<file path="src/rtl/jump_target_encoder.sv">
// Packs an absolute jump destination into a J-type word {opcode, dest[27:2]} and flags unreachable or misaligned targets.
// Latency: 2 registers. A request accepted at edge N produces out_valid after edge N+1 when there is no stall.
// Backpressure: S2 holds while out_ready=0 and S1 fills behind it. in_ready drops once both stages are full, so at most 2 items are outstanding.
//
// Ports: clk/rst_n (async, active-low); in_valid/in_ready/in_pc_plus4/in_dest/in_link request side;
//        out_valid/out_ready/out_instr/out_err_align/out_err_region result side;
//        err_cnt (only with JTE_ERR_CNT_EN defined) saturating count of errored output handshakes.
// Optional feature macro: JTE_ERR_CNT_EN
module jump_target_encoder #(
    parameter logic [5:0] OPCODE_J   = 6'h02,
    parameter logic [5:0] OPCODE_JAL = 6'h03
`ifdef JTE_ERR_CNT_EN
    ,
    parameter int unsigned CNT_W = 16
`endif
) (
    input  logic        clk,
    input  logic        rst_n,
    input  logic        in_valid,
    output logic        in_ready,
    input  logic [31:0] in_pc_plus4,
    input  logic [31:0] in_dest,
    input  logic        in_link,
    output logic        out_valid,
    input  logic        out_ready,
    output logic [31:0] out_instr,
    output logic        out_err_align,
    output logic        out_err_region
`ifdef JTE_ERR_CNT_EN
    ,
    output logic [CNT_W-1:0] err_cnt
`endif
);

    // Stage 1 (check) state
    logic        s1_valid;
    logic [25:0] s1_target;
    logic [5:0]  s1_opc;
    logic        s1_align;
    logic        s1_region;

    // Stage 2 (output) valid; data lives directly in the out_* registers
    logic        s2_valid;

    logic        s2_free;
    logic        in_fire;

    // Only the region nibble of PC+4 matters; the rest is deliberately ignored.
    logic        unused_pc_bits;
    assign unused_pc_bits = ^in_pc_plus4[27:0];

    assign out_valid = s2_valid;
    assign s2_free   = !s2_valid || out_ready;
    // Gated by rst_n so nothing can be accepted while reset is asserted.
    assign in_ready  = rst_n && (!s1_valid || s2_free);
    assign in_fire   = in_valid && in_ready;

    // Stage 1: a new accept always wins; otherwise S1 empties when it moves to S2.
    always_ff @(posedge clk or negedge rst_n) begin
        if (!rst_n) begin
            s1_valid  <= 1'b0;
            s1_target <= '0;
            s1_opc    <= '0;
            s1_align  <= 1'b0;
            s1_region <= 1'b0;
        end else if (in_fire) begin
            s1_valid  <= 1'b1;
            s1_target <= in_dest[27:2];
            s1_opc    <= in_link ? OPCODE_JAL : OPCODE_J;
            s1_align  <= (in_dest[1:0] != 2'b00);
            s1_region <= (in_dest[31:28] != in_pc_plus4[31:28]);
        end else if (s1_valid && s2_free) begin
            s1_valid  <= 1'b0;
        end
    end

    // Stage 2: only updates when free, which keeps out_* stable during a stall.
    // When S1 is empty the data registers keep their last value; out_valid qualifies them.
    always_ff @(posedge clk or negedge rst_n) begin
        if (!rst_n) begin
            s2_valid       <= 1'b0;
            out_instr      <= '0;
            out_err_align  <= 1'b0;
            out_err_region <= 1'b0;
        end else if (s2_free) begin
            s2_valid <= s1_valid;
            if (s1_valid) begin
                out_instr      <= (s1_align || s1_region) ? 32'h0 : {s1_opc, s1_target};
                out_err_align  <= s1_align;
                out_err_region <= s1_region;
            end
        end
    end

`ifdef JTE_ERR_CNT_EN
    // Counts errored items as they leave, saturating at all-ones.
    always_ff @(posedge clk or negedge rst_n) begin
        if (!rst_n) begin
            err_cnt <= '0;
        end else if (s2_valid && out_ready && (out_err_align || out_err_region)
                     && (err_cnt != {CNT_W{1'b1}})) begin
            err_cnt <= err_cnt + {{(CNT_W-1){1'b0}}, 1'b1};
        end
    end
`endif

endmodule
</file>
<file path="config.mk">
export PLATFORM = sky130hd
export DESIGN_NAME = jump_target_encoder
export DESIGN_NICKNAME = d
export VERILOG_FILES = /design/src/rtl/jump_target_encoder.sv
export SDC_FILE = /design/constraint.sdc
export NUM_CORES = 1
export LEC_CHECK = 0
export ABC_CLOCK_PERIOD_IN_PS = 2500
export BUFFER_PORTS_ARGS = -buffer_cell sky130_fd_sc_hd__buf_2
export CORE_MARGIN = 10
export CORE_UTILIZATION = 30
export DETAILED_ROUTE_END_ITERATION = 6
export PLACE_DENSITY = 0.61
export SKIP_LAST_GASP = 1
export SLEW_MARGIN = 0
export SYNTH_ARGS = -nofsm -noshare
export SYNTH_HDL_FRONTEND = slang
export SYNTH_SLANG_ARGS = --single-unit
</file>
<file path="constraint.sdc">
create_clock -name clk -period 2.5 [get_ports clk]
set_clock_uncertainty 0.1 [all_clocks]
set_input_delay 0.375 -clock clk [delete_from_list [all_inputs] [get_ports clk]]
set_output_delay 0.375 -clock clk [all_outputs]
set_load 0.1 [all_outputs]
</file>
* Word-level counts from Yosys, hierarchy flattened *
Cells that the tools add are included.

cells by class
  multiplexer cells = 4
  equal/unequal tests = 1
  reductions and logical operators = 11

operators with widths
  cell                 number
  two-way mux 32 bit   1
  != test 4 bit        1
  nonzero test 2 bit   2
  logical AND 1 bit    3
  logical OR 1 bit     3
  two-way mux 1 bit    3
  logical NOT 1 bit    2
  AND reduction 2 bit  1

word-level totals
  flip-flop bits (word level) = 70
  logic and storage cells = 25
  bits of input ports = 69
  output and inout port bits = 36

* Depth between registers and ports, before layout *
Gate-level depths: netlist of the first run.

  depth in word-level cells = 6
  mapped depth = 5
  depth with buffers taken out = 3

* Worst setup path after synthesis of the first run *
No wires, ideal clock.

  path kind = reg2out
  start = register s2_valid, in the netlist out_valid
  end = output port in_ready
  stages on the path, launching flop included = 3
  data required time = 2025 ps
  setup slack = 246 ps
  arrival time = 1779 ps
  buffers on the path = 0
  path through = dfrtp_1 -> nand3b_1 -> and2_1

on the way
  word-level cells in the longest chain between the ends = 4

ends and longest elaborated chain
  what                    line  source
  from (decl)             43    logic s2_valid;
  from (signal assigned)  86    s2_valid <= s1_valid;
  logical NOT 1 bit       53    assign s2_free = !s2_valid || out_ready;
  logical OR 1 bit        53
  logical OR 1 bit        55    assign in_ready = rst_n && (!s1_valid || s2_free);
  logical AND 1 bit       55
  to (decl)               20    output logic in_ready,

Every way passes these cells.

* Worst setup path in the final report of the first run *
  start = register s1_valid
  end = output port in_ready

on the way
  word-level cells in the longest chain between the ends = 3

ends and longest elaborated chain
  what                    line  source
  from (decl)             36    logic s1_valid;
  from (signal assigned)  61    s1_valid <= 1'b0;
  from (signal assigned)  67    s1_valid <= 1'b1;
  from (signal assigned)  73    s1_valid <= 1'b0;
  logical NOT 1 bit       55
  logical OR 1 bit        55
  logical AND 1 bit       55

Every way passes these cells.

==> results of run 1 <==
[kinds of logic after synthesis]
family,Yosys count,share of synthesized area
simple gates,40,0.0923
flops,62,0.575
other cells,1,0.00139
buf+inv,19,0.0464
xor+xnor,4,0.0130
mux,31,0.168
compound gates,28,0.104
[routing by layer]
metal / GRT usage / vias up
met5: 0 / -
li1: - / 807
met4: 0.0396 / 0
met1: 0.126 / 902
met3: 0.0370 / 9
met2: 0.156 / 53
[report_power, final]
part	switching, mW	leakage [nW]	internal [mW]	total (mW)
Combinational	0.308	0.841	0.180	0.488
Sequential	0.0601	0.779	1.10	1.16
Clock	0.404	0.0848	0.416	0.820
[flip-flops by register name, indices dropped and copies added (netlist names)]
register and flops:
s1_align 1, out_err_align 1, s1_opc 2, out_instr 28
out_err_region 1, s1_target 26, s1_region 1, out_valid 1
s1_valid 1
[through the flow]
| stage | util | instances | power (mW) |
|---|---|---|---|
| floorplan | - | 188 | 1.54 |
| global placement | 0.363 | 357 | 1.67 |
| detailed placement | 0.363 | 357 | 1.68 |
| CTS | 0.384 | 373 | 2.51 |
| global route | 0.384 | 373 | 2.59 |
| finish | 0.384 | 373 | 2.47 |
[worst paths after layout]
path / endpoint / from / slack, ns
min reg2reg: s1_opc[1] / s1_opc[1] / 0.38
min in group clk: s1_target[6] / in_dest[8] / 0.17
max reg2reg: out_instr[14] / s1_valid / 0.58
min: out_instr[8] / rst_n / 0.15
max: in_ready / s1_valid / 0.39
max in group asynchronous: s1_opc[0] / rst_n / 1.64
[cell usage after synthesis]
cell | number | area [um^2]
sky130_fd_sc_hd__buf_6 | 3 | 33.8
sky130_fd_sc_hd__conb_1 | 1 | 3.75
sky130_fd_sc_hd__mux2_4 | 28 | 420
sky130_fd_sc_hd__nand2_1 | 3 | 11.3
sky130_fd_sc_hd__clkbuf_1 | 4 | 15.0
sky130_fd_sc_hd__mux2_2 | 2 | 22.5
sky130_fd_sc_hd__dfrtp_1 | 62 | 1550
sky130_fd_sc_hd__and2_1 | 1 | 6.26
sky130_fd_sc_hd__nand2b_1 | 2 | 12.5
sky130_fd_sc_hd__nand3b_1 | 1 | 7.51
sky130_fd_sc_hd__buf_2 | 4 | 20.0
sky130_fd_sc_hd__nor2b_4 | 1 | 13.8
sky130_fd_sc_hd__xnor2_1 | 4 | 35.0
sky130_fd_sc_hd__buf_4 | 7 | 52.6
sky130_fd_sc_hd__or2_2 | 1 | 6.26
sky130_fd_sc_hd__mux2i_1 | 1 | 10.0
sky130_fd_sc_hd__a21bo_2 | 28 | 280
sky130_fd_sc_hd__nor2_1 | 1 | 3.75
sky130_fd_sc_hd__nor2_2 | 1 | 6.26
sky130_fd_sc_hd__inv_1 | 1 | 3.75
sky130_fd_sc_hd__nand4_1 | 29 | 181
[critical path, delay by kind of cell (launching register included)]
family / cells / cell delay (ns)
flip-flops: 1 / 0.66
AND/OR/NAND/NOR: 2 / 0.46
buffers and inverters: 1 / 0.18
[final cells by class]
cell class,instances,area share
flip-flops and latches,62,0.463
multi-input cells,107,0.308
repair buffers,79,0.131
clock buffers,12,0.0463
well taps,108,0.0403
clock inverters,4,0.00934
inverters,1,0.00112
==> run_summary.xml, run 1 <==
<?xml version="1.0" encoding="UTF-8"?>
<metrics>
  <group name="timing">
    <metric name="setup-violations-final" unit="">0</metric>
    <metric name="hold_ws" unit="ns">0.155</metric>
    <metric name="post-route-period-util" unit="">0.844</metric>
    <metric name="fmax" unit="MHz">474</metric>
    <metric name="final.min_clock_period" unit="ns">2.11</metric>
    <metric name="rsz0062_at_grt" unit="">no</metric>
    <metric name="slew_viol_final" unit="">0</metric>
    <metric name="finalSetupTns" unit="ns">0</metric>
    <metric name="maxSlewHeadroom" unit="">0.477</metric>
    <metric name="tightestPinTransition" unit="ns">0.784</metric>
    <metric name="report.final.hold_viol_count" unit="">0</metric>
    <metric name="finalWorstSetupSlack" unit="ns">0.389</metric>
  </group>
  <group name="critical_path">
    <metric name="crit_arrival" unit="ns">1.64</metric>
    <metric name="crit_required" unit="ns">2.03</metric>
    <metric name="worstSetupPathType" unit="">flip-flop to primary output</metric>
    <metric name="timing.critical_path.slowest_cell_delay" unit="ns">0.66</metric>
    <metric name="critical_path_peak_fanout" unit="">14</metric>
    <metric name="critical-path-slowest-cell" unit="">sky130_fd_sc_hd__dfrtp_1</metric>
    <metric name="worst_setup_path_start_kind" unit="">flip-flop</metric>
    <metric name="worst_setup_path_end_kind" unit="">primary output</metric>
    <metric name="worst-r2r-cell-count" unit="">3</metric>
    <metric name="crit_path_cell_trace" unit="">nand3b_1, and2_1, buf_12</metric>
  </group>
  <group name="synthesis">
    <metric name="ys_seq_elements" unit="">62</metric>
    <metric name="netlist-cell-type-count" unit="">21</metric>
    <metric name="sequential_fraction_of_the_synthesis_area" unit="">0.575</metric>
    <metric name="mappedNetlistArea" unit="mm^2">0.00270</metric>
    <metric name="ys.warnings.count" unit="">0</metric>
    <metric name="synthCells" unit="">185</metric>
    <metric name="synthesis.area_per_instance" unit="um^2">14.6</metric>
  </group>
  <group name="power">
    <metric name="max_ir_drop_vdd" unit="mV">0.273</metric>
    <metric name="cellLeakagePower" unit="nW">1.70</metric>
    <metric name="cellPowerDensity" unit="mW/mm^2">737</metric>
  </group>
  <group name="finish">
    <metric name="final_nets" unit="">329</metric>
    <metric name="stdcell_area" unit="mm^2">0.00335</metric>
    <metric name="multi_input_comb_area" unit="mm^2">0.00103</metric>
    <metric name="final_layout_size_suffix_gt1_frac" unit="">0.585</metric>
    <metric name="antenna-diode-count" unit="">0</metric>
    <metric name="mostFrequentLayoutCell" unit="">sky130_fd_sc_hd__buf_2</metric>
    <metric name="layout.area.seq" unit="mm^2">0.00155</metric>
    <metric name="fill_cells" unit="">825</metric>
    <metric name="syn2layout_area_growth" unit="%">24.2</metric>
    <metric name="final_cell_mix" unit="">sky130_fd_sc_hd__buf_2 (71), sky130_fd_sc_hd__dfrtp_1 (62), sky130_fd_sc_hd__nand4_1 (29), sky130_fd_sc_hd__mux2_4 (28), sky130_fd_sc_hd__a21bo_2 (28)</metric>
  </group>
  <group name="floorplan">
    <metric name="fp.coreArea" unit="mm^2">0.00872</metric>
    <metric name="rows" unit="">34</metric>
    <metric name="fp.dieW" unit="um">115</metric>
    <metric name="die_h" unit="um">115</metric>
    <metric name="design.die.area" unit="mm^2">0.0132</metric>
    <metric name="floorplan.initialDensity" unit="">0.309</metric>
    <metric name="top_level_ports" unit="">105</metric>
  </group>
  <group name="global_route">
    <metric name="grt_first_pass_wirelength" unit="um">10600</metric>
    <metric name="grt.total_usage" unit="">0.101</metric>
    <metric name="first_global_vias" unit="">1989</metric>
    <metric name="initial_antenna_violation_count" unit="">0</metric>
    <metric name="pin_count_of_the_biggest_net_entering_global_routing" unit="">63</metric>
    <metric name="grt-ovfl-total" unit="">0</metric>
  </group>
  <group name="place">
    <metric name="port_buffers" unit="">72</metric>
    <metric name="dpl_cell_area" unit="mm^2">0.00316</metric>
    <metric name="dp_hpwl" unit="um">4530</metric>
    <metric name="gp_routability_congestion" unit="">0.650</metric>
    <metric name="pre_cts_ws" unit="ns">0.511</metric>
  </group>
  <group name="clock_tree">
    <metric name="cts_made_buffers" unit="">9</metric>
    <metric name="htree_num_levels" unit="">3</metric>
    <metric name="post-cts-setup-buffer-count" unit="">0</metric>
    <metric name="tritoncts_sink_count" unit="">62</metric>
    <metric name="clkTransAtPathRegs" unit="ns">0.07</metric>
    <metric name="tritoncts" unit="">built</metric>
    <metric name="clockBufferDepth" unit="">2</metric>
    <metric name="clock_root_buffer" unit="">sky130_fd_sc_hd__clkbuf_8</metric>
    <metric name="clk_latency" unit="ns">0.33</metric>
    <metric name="cts_repair_resize_count" unit="">0</metric>
    <metric name="cts.hold.buffers_added" unit="">0</metric>
  </group>
  <group name="route">
    <metric name="met3WireLength" unit="um">481</metric>
    <metric name="drt-met1-wl" unit="um">2980</metric>
    <metric name="postRouteWirelength" unit="um">6600</metric>
    <metric name="detail_route.drc_violations" unit="">0</metric>
    <metric name="route.vias.total" unit="">1771</metric>
    <metric name="vias_per_cell" unit="">4.75</metric>
    <metric name="dr_wl_met2" unit="um">3060</metric>
    <metric name="route.antenna.remaining_nets" unit="">0</metric>
    <metric name="top_layer" unit="">met4</metric>
    <metric name="first_iter_violations" unit="">44</metric>
    <metric name="drt_first_pass_iters" unit="">4</metric>
    <metric name="wire_per_inst" unit="um">17.7</metric>
  </group>
  <group name="run">
    <metric name="cap_violations" unit="">0</metric>
  </group>
  <group name="outcome">
    <metric name="status" unit="">finished, final reports clean</metric>
  </group>
  <group name="worst_hold_path">
    <metric name="min_path_type" unit="">primary input to asynchronous set/reset pin</metric>
  </group>
</metrics>
Power figures use the tool's default switching activity.
==> run 2, diff against run 1 <==
- ABC_CLOCK_PERIOD_IN_PS: 2500 -> 1800
- PLACE_DENSITY: 0.61 -> 0.63
- clock period: 2.5 -> 1.8 ns (I/O delays scaled with it)
==> run_summary.xml, run 2 (synthesized netlist as in run 1, its figures left out) <==
<?xml version="1.0" encoding="UTF-8"?>
<metrics>
  <group name="global_route">
    <metric name="grt.total_usage" unit="">0.103</metric>
    <metric name="grt-ovfl-total" unit="">0</metric>
    <metric name="first_global_vias" unit="">2041</metric>
    <metric name="grt_use_met2" unit="">0.152</metric>
    <metric name="initial_antenna_violation_count" unit="">0</metric>
    <metric name="grt_most_used_layer" unit="">met2</metric>
    <metric name="grt_first_pass_wirelength" unit="um">10700</metric>
    <metric name="pin_count_of_the_biggest_net_entering_global_routing" unit="">63</metric>
    <metric name="use_met1" unit="">0.130</metric>
    <metric name="gr_util_met3" unit="">0.0406</metric>
  </group>
  <group name="finish">
    <metric name="layout.core_utilization" unit="">0.396</metric>
    <metric name="syn2layout_area_growth" unit="%">28.2</metric>
    <metric name="final_cell_mix" unit="">sky130_fd_sc_hd__buf_2 (71), sky130_fd_sc_hd__dfrtp_1 (61), sky130_fd_sc_hd__nand4_1 (29), sky130_fd_sc_hd__mux2_4 (28), sky130_fd_sc_hd__a21bo_2 (28)</metric>
    <metric name="antenna-diode-count" unit="">0</metric>
    <metric name="largest_register_ffs" unit="">28</metric>
    <metric name="registers.top_by_ff_count" unit="">out_instr</metric>
    <metric name="final_layout_size_suffix_gt1_frac" unit="">0.595</metric>
    <metric name="reg.largest.list" unit="">out_instr (28), s1_target (26), s1_opc (2)</metric>
    <metric name="final_nets" unit="">333</metric>
    <metric name="mostFrequentLayoutCell" unit="">sky130_fd_sc_hd__buf_2</metric>
  </group>
  <group name="critical_path">
    <metric name="critical_path.top_delay_family" unit="">flip-flops</metric>
    <metric name="critical_path_peak_fanout" unit="">3</metric>
    <metric name="crit_path_cell_trace" unit="">nand3b_1, and2_2, buf_12</metric>
    <metric name="timing.critical_path.slowest_cell_delay" unit="ns">0.43</metric>
    <metric name="timing.rr.start" unit="">out_valid</metric>
    <metric name="worst_setup_path_start_kind" unit="">flip-flop</metric>
    <metric name="crit_arrival" unit="ns">1.25</metric>
    <metric name="worst_setup_path_end_kind" unit="">primary output</metric>
    <metric name="worst-r2r-cell-count" unit="">4</metric>
    <metric name="ff2ff_setup_slack" unit="ns">0.27</metric>
    <metric name="critical_path_buf_inv_count" unit="">1</metric>
    <metric name="critical-path-slowest-cell" unit="">sky130_fd_sc_hd__dfrtp_2</metric>
    <metric name="worstSetupPathType" unit="">flip-flop to primary output</metric>
    <metric name="regToRegEndpoint" unit="">out_instr[16]</metric>
    <metric name="crit_required" unit="ns">1.43</metric>
  </group>
  <group name="clock_tree">
    <metric name="post-cts-setup-buffer-count" unit="">0</metric>
    <metric name="clockBufferDepth" unit="">2</metric>
    <metric name="cts_made_buffers" unit="">9</metric>
    <metric name="cts.hold.buffers_added" unit="">0</metric>
    <metric name="clk_latency" unit="ns">0.33</metric>
    <metric name="clkTransAtPathRegs" unit="ns">0.07</metric>
    <metric name="cts_repair_resize_count" unit="">0</metric>
    <metric name="tritoncts" unit="">built</metric>
    <metric name="clock_root_buffer" unit="">sky130_fd_sc_hd__clkbuf_8</metric>
    <metric name="htree_num_levels" unit="">3</metric>
    <metric name="tritoncts_sink_count" unit="">62</metric>
  </group>
  <group name="route">
    <metric name="vias_per_cell" unit="">4.70</metric>
    <metric name="drt_first_pass_iters" unit="">4</metric>
    <metric name="route.vias.total" unit="">1773</metric>
    <metric name="first_iter_violations" unit="">46</metric>
    <metric name="postRouteWirelength" unit="um">6500</metric>
    <metric name="wire_per_inst" unit="um">17.2</metric>
    <metric name="route.antenna.remaining_nets" unit="">0</metric>
    <metric name="detail_route.drc_violations" unit="">0</metric>
  </group>
  <group name="timing">
    <metric name="final.min_clock_period" unit="ns">1.62</metric>
    <metric name="setup-violations-final" unit="">0</metric>
    <metric name="maxSlewHeadroom" unit="">0.470</metric>
    <metric name="slew_viol_final" unit="">0</metric>
    <metric name="fmax" unit="MHz">616</metric>
    <metric name="finalSetupTns" unit="ns">0</metric>
    <metric name="post-route-period-util" unit="">0.902</metric>
    <metric name="rsz0062_at_grt" unit="">no</metric>
    <metric name="tightestPinTransition" unit="ns">0.795</metric>
    <metric name="report.final.hold_viol_count" unit="">0</metric>
    <metric name="finalWorstSetupSlack" unit="ns">0.176</metric>
  </group>
  <group name="outcome">
    <metric name="status" unit="">finished, final reports clean</metric>
  </group>
  <group name="run">
    <metric name="cap_violations" unit="">0</metric>
  </group>
  <group name="floorplan">
    <metric name="fp.coreArea" unit="mm^2">0.00872</metric>
    <metric name="top_level_ports" unit="">105</metric>
    <metric name="die_h" unit="um">115</metric>
    <metric name="fp.dieW" unit="um">115</metric>
    <metric name="floorplan.initialDensity" unit="">0.309</metric>
    <metric name="rows" unit="">34</metric>
    <metric name="design.die.area" unit="mm^2">0.0132</metric>
  </group>
  <group name="power">
    <metric name="cellLeakagePower" unit="nW">1.77</metric>
    <metric name="design_power_total" unit="mW">3.84</metric>
    <metric name="cellPowerDensity" unit="mW/mm^2">1110</metric>
    <metric name="max_ir_drop_vdd" unit="mV">0.448</metric>
  </group>
  <group name="place">
    <metric name="pre_cts_ws" unit="ns">0.227</metric>
    <metric name="port_buffers" unit="">72</metric>
    <metric name="gp_routability_congestion" unit="">0.670</metric>
    <metric name="dp_hpwl" unit="um">4590</metric>
  </group>
  <group name="worst_hold_path">
    <metric name="min_path_type" unit="">primary input to asynchronous set/reset pin</metric>
  </group>
</metrics>
run 2: worst register-to-register path: cells and delay by family (launching register included):
family | cells | cell delay, ns
buffers and inverters | 1 | 0.31
AOI/OAI and AO/OA | 1 | 0.23
and+or+nand+nor | 2 | 0.35
DFF | 1 | 0.43
run 2: worst max-delay path by stage:
stage / startpoint / end / slack [ns] / cells past startpoint
floorplan: out_valid / s1_opc[0] / 0.12 / 4
global placement: out_valid / out_instr[23] / 0.23 / 4
detailed placement: out_valid / out_instr[9] / 0.23 / 4
CTS: out_valid / in_ready / 0.14 / 3
global route: s1_valid / in_ready / 0.11 / 3
finish: out_valid / in_ready / 0.18 / 3
run 2: layer usage:
metal / part of all wire / vias up
li1: - / 821
met5: 0 / -
met1: 0.46 / 890
met2: 0.46 / 57
met3: 0.075 / 5
met4: 0.0097 / 0
run 2: layout make-up:
cell class                      count  area, um^2
Timing Repair Buffer               83         483
Fill cell                         827        5260
Sequential cell                    62        1550
Inverter                            1        3.75
Multi-Input combinational cell    107        1030
Clock inverter                      3        90.1
Tap cell                          108         135
Clock buffer                       13         159
run 2: metrics by stage:
step	instances	hold WS [ns]	cell area, um^2
3_3_place_gp	361	0.352	3210
2_1_floorplan	188	-0.126	2710
3_5_place_dp	361	0.361	3210
5_1_grt	377	0.0415	3460
6_report	377	0.0588	3460
4_1_cts	377	0.0392	3460
run 2: where the power goes:
part	leakage (nW)	internal (mW)	switching, mW
Sequential	0.778	1.53	0.0810
Combinational	0.865	0.263	0.433
Clock	0.124	0.998	0.532
==> run 3, diff against run 2 <==
--- a/constraint.sdc
+++ b/constraint.sdc
@@ -4,2 +4,2 @@
 set_output_delay 0.27 -clock clk [all_outputs]
-set_load 0.1 [all_outputs]
+set_load 0.02 [all_outputs]
==> run_summary.xml, run 3 (synthesized netlist as in run 1, its figures left out) <==
<?xml version="1.0" encoding="UTF-8"?>
<metrics>
  <group name="outcome">
    <metric name="status" unit="">finished, final reports clean</metric>
  </group>
  <group name="finish">
    <metric name="antenna-diode-count" unit="">0</metric>
    <metric name="final_non_filler_cell_total" unit="">377</metric>
    <metric name="registers.top_by_ff_count" unit="">out_instr</metric>
    <metric name="largest_register_ffs" unit="">28</metric>
    <metric name="final_nets" unit="">333</metric>
    <metric name="final_cell_mix" unit="">sky130_fd_sc_hd__buf_2 (72), sky130_fd_sc_hd__dfrtp_1 (62), sky130_fd_sc_hd__nand4_1 (29), sky130_fd_sc_hd__mux2_4 (28), sky130_fd_sc_hd__a21bo_2 (28)</metric>
    <metric name="multi_input_comb_area" unit="mm^2">0.00103</metric>
    <metric name="syn2layout_area_growth" unit="%">25.7</metric>
    <metric name="layout.area.seq" unit="mm^2">0.00155</metric>
    <metric name="stdcell_area" unit="mm^2">0.00339</metric>
    <metric name="reg.largest.list" unit="">out_instr (28), s1_target (26), s1_opc (2)</metric>
    <metric name="fill_cells" unit="">832</metric>
    <metric name="final_layout_size_suffix_gt1_frac" unit="">0.591</metric>
    <metric name="mostFrequentLayoutCell" unit="">sky130_fd_sc_hd__buf_2</metric>
  </group>
  <group name="critical_path">
    <metric name="worst_setup_path_start_kind" unit="">flip-flop</metric>
    <metric name="worst_setup_path_end_kind" unit="">primary output</metric>
    <metric name="timing.rr.start" unit="">s1_valid</metric>
    <metric name="critical_path_peak_fanout" unit="">4</metric>
    <metric name="regToRegEndpoint" unit="">s1_target[23]</metric>
    <metric name="worst-r2r-cell-count" unit="">4</metric>
    <metric name="ff2ff_setup_slack" unit="ns">0.29</metric>
    <metric name="worstSetupPathType" unit="">flip-flop to primary output</metric>
    <metric name="crit_required" unit="ns">1.43</metric>
    <metric name="crit_arrival" unit="ns">1.20</metric>
  </group>
  <group name="route">
    <metric name="vias_per_cell" unit="">4.66</metric>
    <metric name="wire_per_inst" unit="um">17.3</metric>
    <metric name="postRouteWirelength" unit="um">6540</metric>
    <metric name="detail_route.drc_violations" unit="">0</metric>
    <metric name="drt_first_pass_iters" unit="">4</metric>
    <metric name="first_iter_violations" unit="">58</metric>
    <metric name="route.vias.total" unit="">1758</metric>
    <metric name="route.antenna.remaining_nets" unit="">0</metric>
  </group>
  <group name="global_route">
    <metric name="pin_count_of_the_biggest_net_entering_global_routing" unit="">63</metric>
    <metric name="initial_antenna_violation_count" unit="">0</metric>
    <metric name="gr_util_met3" unit="">0.0474</metric>
    <metric name="grt-ovfl-total" unit="">0</metric>
    <metric name="grt.total_usage" unit="">0.104</metric>
    <metric name="grt_use_met2" unit="">0.167</metric>
    <metric name="use_met1" unit="">0.122</metric>
    <metric name="first_global_vias" unit="">2074</metric>
    <metric name="grt_most_used_layer" unit="">met2</metric>
    <metric name="grt_first_pass_wirelength" unit="um">10900</metric>
  </group>
  <group name="power">
    <metric name="max_ir_drop_vdd" unit="mV">0.382</metric>
    <metric name="internal-power" unit="mW">2.49</metric>
    <metric name="cellPowerDensity" unit="mW/mm^2">982</metric>
    <metric name="cellLeakagePower" unit="nW">1.74</metric>
    <metric name="share_comb_of_total_power" unit="">0.145</metric>
    <metric name="sequentialPowerShare" unit="">0.482</metric>
    <metric name="sw_frac_of_total" unit="">0.251</metric>
    <metric name="switchingPower" unit="mW">0.836</metric>
    <metric name="power_frac_clock" unit="">0.373</metric>
  </group>
  <group name="place">
    <metric name="port_buffers" unit="">72</metric>
    <metric name="pre_cts_ws" unit="ns">0.278</metric>
    <metric name="gp_routability_congestion" unit="">0.673</metric>
    <metric name="dpl_cell_area" unit="mm^2">0.00319</metric>
    <metric name="post-place-cells" unit="">361</metric>
    <metric name="dp_hpwl" unit="um">4590</metric>
  </group>
  <group name="floorplan">
    <metric name="rows" unit="">34</metric>
    <metric name="fp.coreArea" unit="mm^2">0.00872</metric>
    <metric name="fp.dieW" unit="um">115</metric>
    <metric name="top_level_ports" unit="">105</metric>
    <metric name="design.die.area" unit="mm^2">0.0132</metric>
    <metric name="floorplan.initialDensity" unit="">0.309</metric>
    <metric name="die_h" unit="um">115</metric>
  </group>
  <group name="clock_tree">
    <metric name="post-cts-setup-buffer-count" unit="">0</metric>
    <metric name="cts_made_buffers" unit="">9</metric>
    <metric name="tritoncts" unit="">built</metric>
    <metric name="clkTransAtPathRegs" unit="ns">0.07</metric>
    <metric name="clk_latency" unit="ns">0.33</metric>
    <metric name="cts_repair_resize_count" unit="">0</metric>
    <metric name="clockBufferDepth" unit="">2</metric>
    <metric name="cts.hold.buffers_added" unit="">0</metric>
    <metric name="clock_root_buffer" unit="">sky130_fd_sc_hd__clkbuf_8</metric>
    <metric name="tritoncts_sink_count" unit="">62</metric>
    <metric name="htree_num_levels" unit="">3</metric>
  </group>
  <group name="run">
    <metric name="cap_violations" unit="">0</metric>
  </group>
  <group name="timing">
    <metric name="slew_viol_final" unit="">0</metric>
    <metric name="finalWorstSetupSlack" unit="ns">0.232</metric>
    <metric name="maxSlewHeadroom" unit="">0.476</metric>
    <metric name="post-route-period-util" unit="">0.871</metric>
    <metric name="setup-violations-final" unit="">0</metric>
    <metric name="fmax" unit="MHz">638</metric>
    <metric name="report.final.hold_viol_count" unit="">0</metric>
    <metric name="final.min_clock_period" unit="ns">1.57</metric>
    <metric name="finalSetupTns" unit="ns">0</metric>
    <metric name="tightestPinTransition" unit="ns">0.787</metric>
    <metric name="hold_ws" unit="ns">0.0252</metric>
    <metric name="rsz0062_at_grt" unit="">no</metric>
  </group>
  <group name="worst_hold_path">
    <metric name="min_path_type" unit="">primary input to asynchronous set/reset pin</metric>
  </group>
</metrics>
[run 3: changes by cell type in the layout (fill, tap and decap cells not counted)]
cell                        previous run  this run
sky130_fd_sc_hd__clkinv_2              0         3
sky130_fd_sc_hd__bufinv_16             3         1
sky130_fd_sc_hd__and2_1                0         1
sky130_fd_sc_hd__and2_2                1         0
sky130_fd_sc_hd__buf_12                3         2
sky130_fd_sc_hd__buf_2                71        72
sky130_fd_sc_hd__clkbuf_1              2         1
sky130_fd_sc_hd__dfrtp_1              61        62
sky130_fd_sc_hd__dfrtp_2               1         0
[run 3: worst max-delay path by stage]
stage	endpoint	slack [ns]	start
floorplan	s1_opc[0]	0.33	out_valid
global placement	out_instr[14]	0.28	out_ready
detailed placement	out_instr[16]	0.28	out_ready
CTS	in_ready	0.18	s1_valid
global route	in_ready	0.13	s1_valid
finish	in_ready	0.23	s1_valid
[run 3: power by group through the flow]
| stage | sequential, mW | combinational, mW | clock, mW |
|---|---|---|---|
| 2_1_floorplan | 1.64 | 0.298 | 0 |
| 3_3_place_gp | 1.63 | 0.485 | 0 |
| 3_5_place_dp | 1.63 | 0.494 | 0 |
| 4_1_cts | 1.61 | 0.496 | 1.30 |
| 5_1_grt | 1.63 | 0.530 | 1.35 |
| 6_report | 1.61 | 0.484 | 1.24 |
[run 3: per-layer routing]
layer  vias to the layer above  routed length (um)
met5                         -                   0
met2                        53                3080
met4                         0                  80
met1                       881                2870
li1                        816                   -
met3                         8                 503
[run 3: metrics by stage]
stage,total power [mW],util
finish,3.33,0.389
global route,3.50,0.389
floorplan,1.94,-
detailed placement,2.12,0.366
global placement,2.11,0.366
CTS,3.40,0.389
[run 3: area by class of cell]
| class | instances | share of cell area |
|---|---|---|
| sequential | 62 | 0.458 |
| multi-input combinational | 107 | 0.304 |
| timing repair buffer | 83 | 0.138 |
| clock buffer | 12 | 0.0458 |
| tap | 108 | 0.0399 |
| clock inverter | 4 | 0.0133 |
| inverter | 1 | 0.00111 |
[run 3: worst max-delay path: stages, from the launching register on]
cell and delay, ns:
sky130_fd_sc_hd__dfrtp_1 0.39, sky130_fd_sc_hd__nand3b_1 0.14, sky130_fd_sc_hd__and2_1 0.19, sky130_fd_sc_hd__buf_2 0.15
